File: config.mk
export PLATFORM = sky130hd
export DESIGN_NAME = codpri_arb
export DESIGN_NICKNAME = d
export VERILOG_FILES = /design/src/rtl/codpri_pkg.sv /design/src/rtl/codpri_n.sv /design/src/rtl/codpri_arb.sv
export SDC_FILE = /design/constraint.sdc
export NUM_CORES = 1
export LEC_CHECK = 0
export CORE_MARGIN = 2
export CORE_UTILIZATION = 33
export DETAILED_ROUTE_END_ITERATION = 10
export GPL_ROUTABILITY_DRIVEN = 0
export PLACE_DENSITY_LB_ADDON = 0.08
export SLEW_MARGIN = 20
export SYNTH_ARGS = -nofsm -noshare
export SYNTH_HDL_FRONTEND = slang
export SYNTH_SLANG_ARGS = --single-unit
File: constraint.sdc
create_clock -name clock -period 4.2 [get_ports clock]
set_input_delay 0.84 -clock clock [delete_from_list [all_inputs] [get_ports clock]]
set_output_delay 0.84 -clock clock [all_outputs]
set_load 0.01 [all_outputs]
File: src/rtl/codpri_pkg.sv
// Shared constants and types for the codpri arbiter family.
package codpri_pkg;

  // Arbitration policy selectors for the MODE parameter.
  localparam int MODO_FIXO = 0;  // fixed priority, highest index wins
  localparam int MODO_RR   = 1;  // round-robin, last grantee becomes lowest

  // Arbiter FSM state encoding.
  typedef enum logic {
    ST_IDLE  = 1'b0,
    ST_GRANT = 1'b1
  } st_t;

endpackage

File: src/rtl/codpri_n.sv
// Combinational N-input priority encoder: highest set index wins.
module codpri_n #(
  parameter  int N = 8,
  localparam int W = $clog2(N)
) (
  input  logic [N-1:0] vec,
  output logic [W-1:0] idx,
  output logic         any
);

  // Ascending scan, so the last (highest) set bit overwrites lower ones.
  always_comb begin
    idx = '0;
    any = 1'b0;
    for (int k = 0; k < N; k++) begin
      if (vec[k]) begin
        idx = W'(k);
        any = 1'b1;
      end
    end
  end

endmodule

File: src/rtl/codpri_arb.sv
// Registered N-way arbiter: fixed priority or round-robin, grant held until done.
//
// Handshake: req[k] is a level request. Once valid=1, gnt/y stay frozen until
// the grantee pulses done (release) or en drops (abort); either returns the
// arbiter to IDLE for at least one cycle before the next grant is issued.
module codpri_arb
  import codpri_pkg::*;
#(
  parameter  int N    = 8,
  parameter  int MODE = MODO_FIXO,
  localparam int W    = $clog2(N)
) (
  input  logic         clock,
  input  logic         reset,
  input  logic         en,
  input  logic [N-1:0] req,
  input  logic         done,
  output logic         valid,
  output logic [W-1:0] y,
  output logic [N-1:0] gnt,
  output st_t          dbg_state
);

  st_t          state_q, state_d;
  logic [W-1:0] ptr_q, ptr_d;
  logic [W-1:0] y_d;
  logic [N-1:0] gnt_d;
  logic         valid_d;

  logic [N-1:0] rot;
  logic [N-1:0] enc_in;
  logic [W-1:0] enc_idx;
  logic         enc_any;
  logic [W-1:0] winner;

  // Rotate req so that index ptr-1 lands on the encoder's top bit (highest
  // priority) and index ptr lands on bit 0 (lowest priority).
  always_comb begin
    rot = '0;
    for (int j = 0; j < N; j++) begin
      rot[j] = req[W'((j + int'(ptr_q)) % N)];
    end
  end

  // Fixed mode encodes req directly; round-robin encodes the rotated view.
  always_comb begin
    enc_in = (MODE == MODO_RR) ? rot : req;
  end

  codpri_n #(.N(N)) u_enc (
    .vec (enc_in),
    .idx (enc_idx),
    .any (enc_any)
  );

  // Undo the rotation to recover the real requester index (mod N).
  always_comb begin
    if (MODE == MODO_RR) begin
      winner = W'((int'(enc_idx) + int'(ptr_q)) % N);
    end else begin
      winner = enc_idx;
    end
  end

  // Next-state and next-output logic; outputs are held by default in GRANT.
  always_comb begin
    state_d = state_q;
    valid_d = valid;
    y_d     = y;
    gnt_d   = gnt;
    ptr_d   = ptr_q;
    case (state_q)
      ST_IDLE: begin
        valid_d = 1'b0;
        y_d     = '0;
        gnt_d   = '0;
        if (en && enc_any) begin
          state_d        = ST_GRANT;
          valid_d        = 1'b1;
          y_d            = winner;
          gnt_d[winner]  = 1'b1;
        end
      end
      ST_GRANT: begin
        if (done) begin
          // Release: the grantee becomes lowest priority in round-robin.
          state_d = ST_IDLE;
          valid_d = 1'b0;
          y_d     = '0;
          gnt_d   = '0;
          if (MODE == MODO_RR) begin
            ptr_d = y;
          end
        end else if (!en) begin
          // Abort: drop the grant without touching the rotation pointer.
          state_d = ST_IDLE;
          valid_d = 1'b0;
          y_d     = '0;
          gnt_d   = '0;
        end
      end
      default: begin
        state_d = ST_IDLE;
        valid_d = 1'b0;
        y_d     = '0;
        gnt_d   = '0;
      end
    endcase
  end

  // State, pointer and output registers with synchronous reset.
  always_ff @(posedge clock) begin
    if (reset) begin
      state_q <= ST_IDLE;
      valid   <= 1'b0;
      y       <= '0;
      gnt     <= '0;
      ptr_q   <= '0;
    end else begin
      state_q <= state_d;
      valid   <= valid_d;
      y       <= y_d;
      gnt     <= gnt_d;
      ptr_q   <= ptr_d;
    end
  end

  // FSM state made visible for external checkers.
  always_comb begin
    dbg_state = state_q;
  end

endmodule

==> qor.yml <==
wire_per_inst_microns: 12.46
start_util_pct: 36.20
htreeDepth: 1
synth_top_area_share_pct: 46.12
cts_buffers: 3
vias_per_cell: 5.147
grt.total_usage_pct: 15.95
io_pins: 25
holdCritStartpoint: "valid"
fin_tns_setup_ns: 0
postRouteAntennaNets: 0
fin_crit_ns: 2.341
synth-seq-area-share_pct: 46.12
hold_buffers: 0
power_density_nw_per_um2: 293.7
totalWireLength_microns: 1358
peakVddDrop_v: 0.0002215
clock-sinks: 13
synth_edf_count: 0
worstMarginPinSlew_ns: 0.5299
grt_max_degree: 17
outcome: "finished clean"
ys_ff_latch: 13
clk_latency_ns: 0.27
synth_common_cells: "13 x dfxtp_1, 11 x nor2_1, 10 x nand2_1, 5 x a21oi_1"
period_share_pct: 55.73
critPathCaptureType: "register"
grt_pass1_wl_microns: 2332
finalSetupViolCount: 0
fin_ws_ns: 1.859
final_nets: 106
cts.clk_slew.worst_paths_ns: 0.08
cts_tree: "yes"
rr_startpoint: "dbg_state"
placementRows: 14
synthToLayoutAreaGrowth_pct: 48.78
cts_resized: 0
netlist_instances: 67
p_total_mw: 0.2466
synthTopCellsByArea: "dfxtp_1 46%, nor2_1 7.3%, nand2_1 6.7%"
async_reset_ff_share_pct: 0
r2r_cells: 3
dieArea_sq_um: 2057
drcViolationCount: 0
dr_total_vias: 561
critical_path.max_fanout: 5
layout-drive-gt1-share_pct: 4.301
die_y_microns: 45.35
skew_ns: 0.003652
insertedDiodeCount: 0
rsz0062_at_grt: "false"
synth.distinct_cells: 21
root_buffer: "clkbuf_4"
ys_warn_count: 0
synth.most_common_cell: "dfxtp_1"
portBuffers: 24
min_to: "valid"
dp_hpwl_microns: 1006
syn_area_sq_um: 564.3
dr.pass1.iters: 4
first_iter_violations: 6
hold_viol: 0
min_path_cells: 2
crit_type: "input port to register"
relSlewSlack_pct: 64.56
crit_arrival_ns: 2.54
antenna_found_initial: 0
max_cap_viol_count: 0
postSynthAreaPerCell_sq_um: 8.422
r2r_end: "gnt[3]"
synth.net_count: 79
rrSetupSlack_ns: 2.83
ys.flop_type: "dfxtp_1"
hold_path.class: "register to register"
yosys.area.top_type: "dfxtp_1"
pre_cts_slack_ns: 1.585
cp_data_required_time_ns: 4.40
coreArea_sq_um: 1559
grt_pass1_vias: 558
clockBufferDepth: 2
die_x_microns: 45.35
maxSlewViolCount: 0
maxClockFrequency_mhz: 427.2
power_leakage_nw: 0.2949
critPathLaunchType: "input port"
overflow: 0
cts_setup_buffers: 0
==> final cells by class <==
class	instances	area, sq um
clock buffers	4	26.28
fillers	156	719.4
inverters	2	7.507
multi-input cells	49	277.8
flip-flops and latches	13	260.3
well taps	16	20.02
repair buffers	25	247.7
==> worst max path at each step <==
stage | from | slack [ns] | endpoint | cells past startpoint
2_1_floorplan | req[7] | 2.11 | gnt[2] | 4
3_3_place_gp | req[7] | 1.58 | gnt[1] | 5
3_5_place_dp | req[7] | 1.59 | gnt[3] | 5
4_1_cts | req[4] | 1.87 | gnt[2] | 5
5_1_grt | req[7] | 1.70 | gnt[3] | 5
6_report | req[4] | 1.86 | gnt[2] | 5
==> routing by layer <==
layer  global-route usage [%]  part of all wire (%)
met2                    26.29                    46
met5                        0                     0
met3                    6.400                   5.2
met4                    5.294                  0.88
met1                    18.77                    48
==> state kept, by name, indices dropped and copies added, names as in the netlist <==
name and count:
gnt 8, y 3, dbg_state 1, valid 1
==> stage by stage <==
stage	instances	hold slack, ns	util [%]	cell area, sq um
2_1_floorplan	67	0.4761	-	564.3
3_3_place_gp	105	0.4411	52.17	813.3
3_5_place_dp	105	0.4467	52.17	813.3
4_1_cts	109	0.4579	53.85	839.6
5_1_grt	109	0.4776	53.85	839.6
6_report	109	0.4546	53.85	839.6
==> report_power, final <==
group / total (mW) / switching, mW / internal (mW)
Combinational: 0.0416 / 0.0195 / 0.0221
Sequential: 0.129 / 0.00208 / 0.127
Clock: 0.0758 / 0.0390 / 0.0368
==> cell families after synthesis <==
family	after synthesis	synth area share [%]
buffers and inverters	5	4.657
AO/OA/AOI/OAI	15	19.73
AND/OR/NAND/NOR	34	29.49
flip-flops	13	46.12
==> critical path, cell delays in order <==
cell             delay (ns)
clkdlybuf4s50_1        0.54
nor2b_1                0.08
o41a_1                 0.41
or4b_1                 0.53
a21oi_1                0.14
==> layout by cell type, fill, tap and decap left out <==
cell type,synthesis,final
nand2_1,10,10
inv_1,2,2
nor3b_1,2,2
o41a_1,1,1
or4b_1,1,1
clkbuf_4,0,3
nor2b_1,1,1
a21oi_1,5,5
buf_4,0,1
dfxtp_1,13,13
clkbuf_1,2,1
nand2b_1,1,1
nand3b_1,3,3
o41ai_1,3,3
a311oi_1,1,1
o31ai_1,1,1
nor4_1,2,2
nand3_1,2,2
nor3_1,1,1
clkdlybuf4s50_1,0,24
a32oi_1,2,2
nor2_1,11,11
a22oi_1,2,2
Note: power is estimated with default switching activity, not from simulation.
==> patch: new RTL, same settings <==
Put a register stage on the output `dbg_state`, without a reset. The value now appears one clock later. The other outputs are not delayed to match.
--- a/src/rtl/codpri_arb.sv
+++ b/src/rtl/codpri_arb.sv
@@ -20,6 +20,8 @@
   output logic [N-1:0] gnt,
   output st_t          dbg_state
 );
+
+  st_t dbg_state_d;
 
   st_t          state_q, state_d;
   logic [W-1:0] ptr_q, ptr_d;
@@ -127,7 +129,11 @@
 
   // FSM state made visible for external checkers.
   always_comb begin
-    dbg_state = state_q;
+    dbg_state_d = state_q;
+  end
+
+  always_ff @(posedge clock) begin
+    dbg_state <= dbg_state_d;
   end
 
 endmodule
Formal check against the unedited RTL: not equivalent (Yosys sat finds a counterexample within 4 cycles, from zero or initial values and one cycle with reset high).
==> patch against the unedited design <==
Hold slack worse by 64 ps; critical path type unchanged; clock skew is 2.1 ps lower; wire length is 4.4% higher; worst setup slack worse by 0.50 ps; power is 13% higher; cell area is 3.7% higher; area after synthesis is 3.5% higher; largest cell class is now sequential cells; via count is 5.3% higher; sequential cell count is 1 higher; critical endpoint unchanged; sequential power is 8% higher; largest power group unchanged; maximum frequency hardly changed; register-to-register slack hardly changed.
==> patch: results (changes against the unedited design) <==
- DRT Wirelength: 1420 um (+4.4%)
- Final Skew: 1.52 ps (-2.13 ps)
- Relative slew margins: 63.8% (-0.79 points)
- CTS H-tree depth: 1 (unchanged)
- First-pass GRT wire length: 2380 um (+2.1%)
- Via density: 5.32 (+3.4%)
- DPL Wire Length: 1050 um (+4.8%)
- 1st-iter DRT viols: 8 (+2)
- GRT met1 Usage: 20.6% (+1.8 points)
- Final layout net count: 107 (+0.94%)
- Hold path depth: 0 (-2)
- Clock transition at path regs: 90 ps
- VDD IR max: 195 uV (-12%)
- Switch Pwr: 66.5 uW (+9.8%)
- Leak Pwr: 0.000309 uW (+4.9%)
- Outcome: complete, no violations
- M3 GR Usage: 4.71% (-1.7 points)
- Top cells by area, synth: dfxtp_1 (48%), nor2_1 (7.1%), nand2_1 (6.4%)
- Register area share after synthesis: 48.0% (+1.8 points)
- Fraction of layout cells with a size suffix above 1: 5.32% (+1.0 points)
- Critical Path AT: 2550 ps (about the same)
- Worst Hold Class: register to register
- Synth cell count leaders: dfxtp_1 (14), nor2_1 (11), nand2_1 (10)
- Synth Net Count: 80 (+1.3%)
- Die Area: 0.00212 mm2 (+3.2%)
- Vias in the first global route: 556 (-0.36%)
- Total Routing Usage GR: 15.8% (-0.10 points)
- Area Overhead vs Synth: 49.0%
- Global routing usage on met2: 25.0% (-1.3 points)
- Clock Tree Root: clkbuf_4
patch: cell types whose count changed after synthesis:
cell	change
dfxtp_1	+1
patch: final timing paths:
| kind | end | startpoint | slack, ps |
|---|---|---|---|
| setup / recovery | gnt[2] | req[4] | 1860 |
| hold / removal | dbg_state | dbg_state_d | 390 |
| setup reg to reg | gnt[3] | dbg_state_d | 2820 |
| hold reg to reg | dbg_state | dbg_state_d | 390 |
patch: metal layers:
metal | routed length (um) | vias to the layer above
met5 | 0 | -
met4 | 0 | 0
met3 | 54 | 0
met2 | 682 | 13
met1 | 680 | 277
li1 | - | 301
patch: layout make-up:
cell class	count	area, um2
fillers	186	818
flip-flops and latches	14	280
multi-input cells	49	278
repair buffers	25	248
clock buffers	4	36.3
well taps	17	21.3
inverters	2	7.51
patch: worst max-delay path: cells and delay by family:
kind	cells	cell delay (ps)
AO/OA/AOI/OAI	2	550
buffers and inverters	1	540
AND/OR/NAND/NOR	2	610
patch: per-stage QoR:
step	cells	setup WS, ps	util (%)	hold WS [ps]	instance area, um2
after CTS	111	1870	51.6	394	871
after global placement	107	1590	49.4	378	835
after detailed placement	107	1570	49.4	378	835
after global routing	111	1720	51.6	421	871
after floorplan	68	2110	-	359	584
final	111	1860	51.6	390	871
patch: power by group through the flow:
stage	logic, uW	clock network (uW)	registers (uW)
after floorplan	16.8	0	144
final	41.7	97.5	139
after CTS	42.0	103	140
after global routing	46.5	109	140
after detailed placement	41.8	0	143
after global placement	41.6	0	143
patch: cells by family (layout without fill, tap and decap cells):
logic type	after synthesis	count (layout)	share of synthesized area, %
AND/OR/NAND/NOR	34	34	28.5
AO/OA/AOI/OAI	15	15	19.1
flip-flops	14	14	48.0
buffers and inverters	5	31	4.50
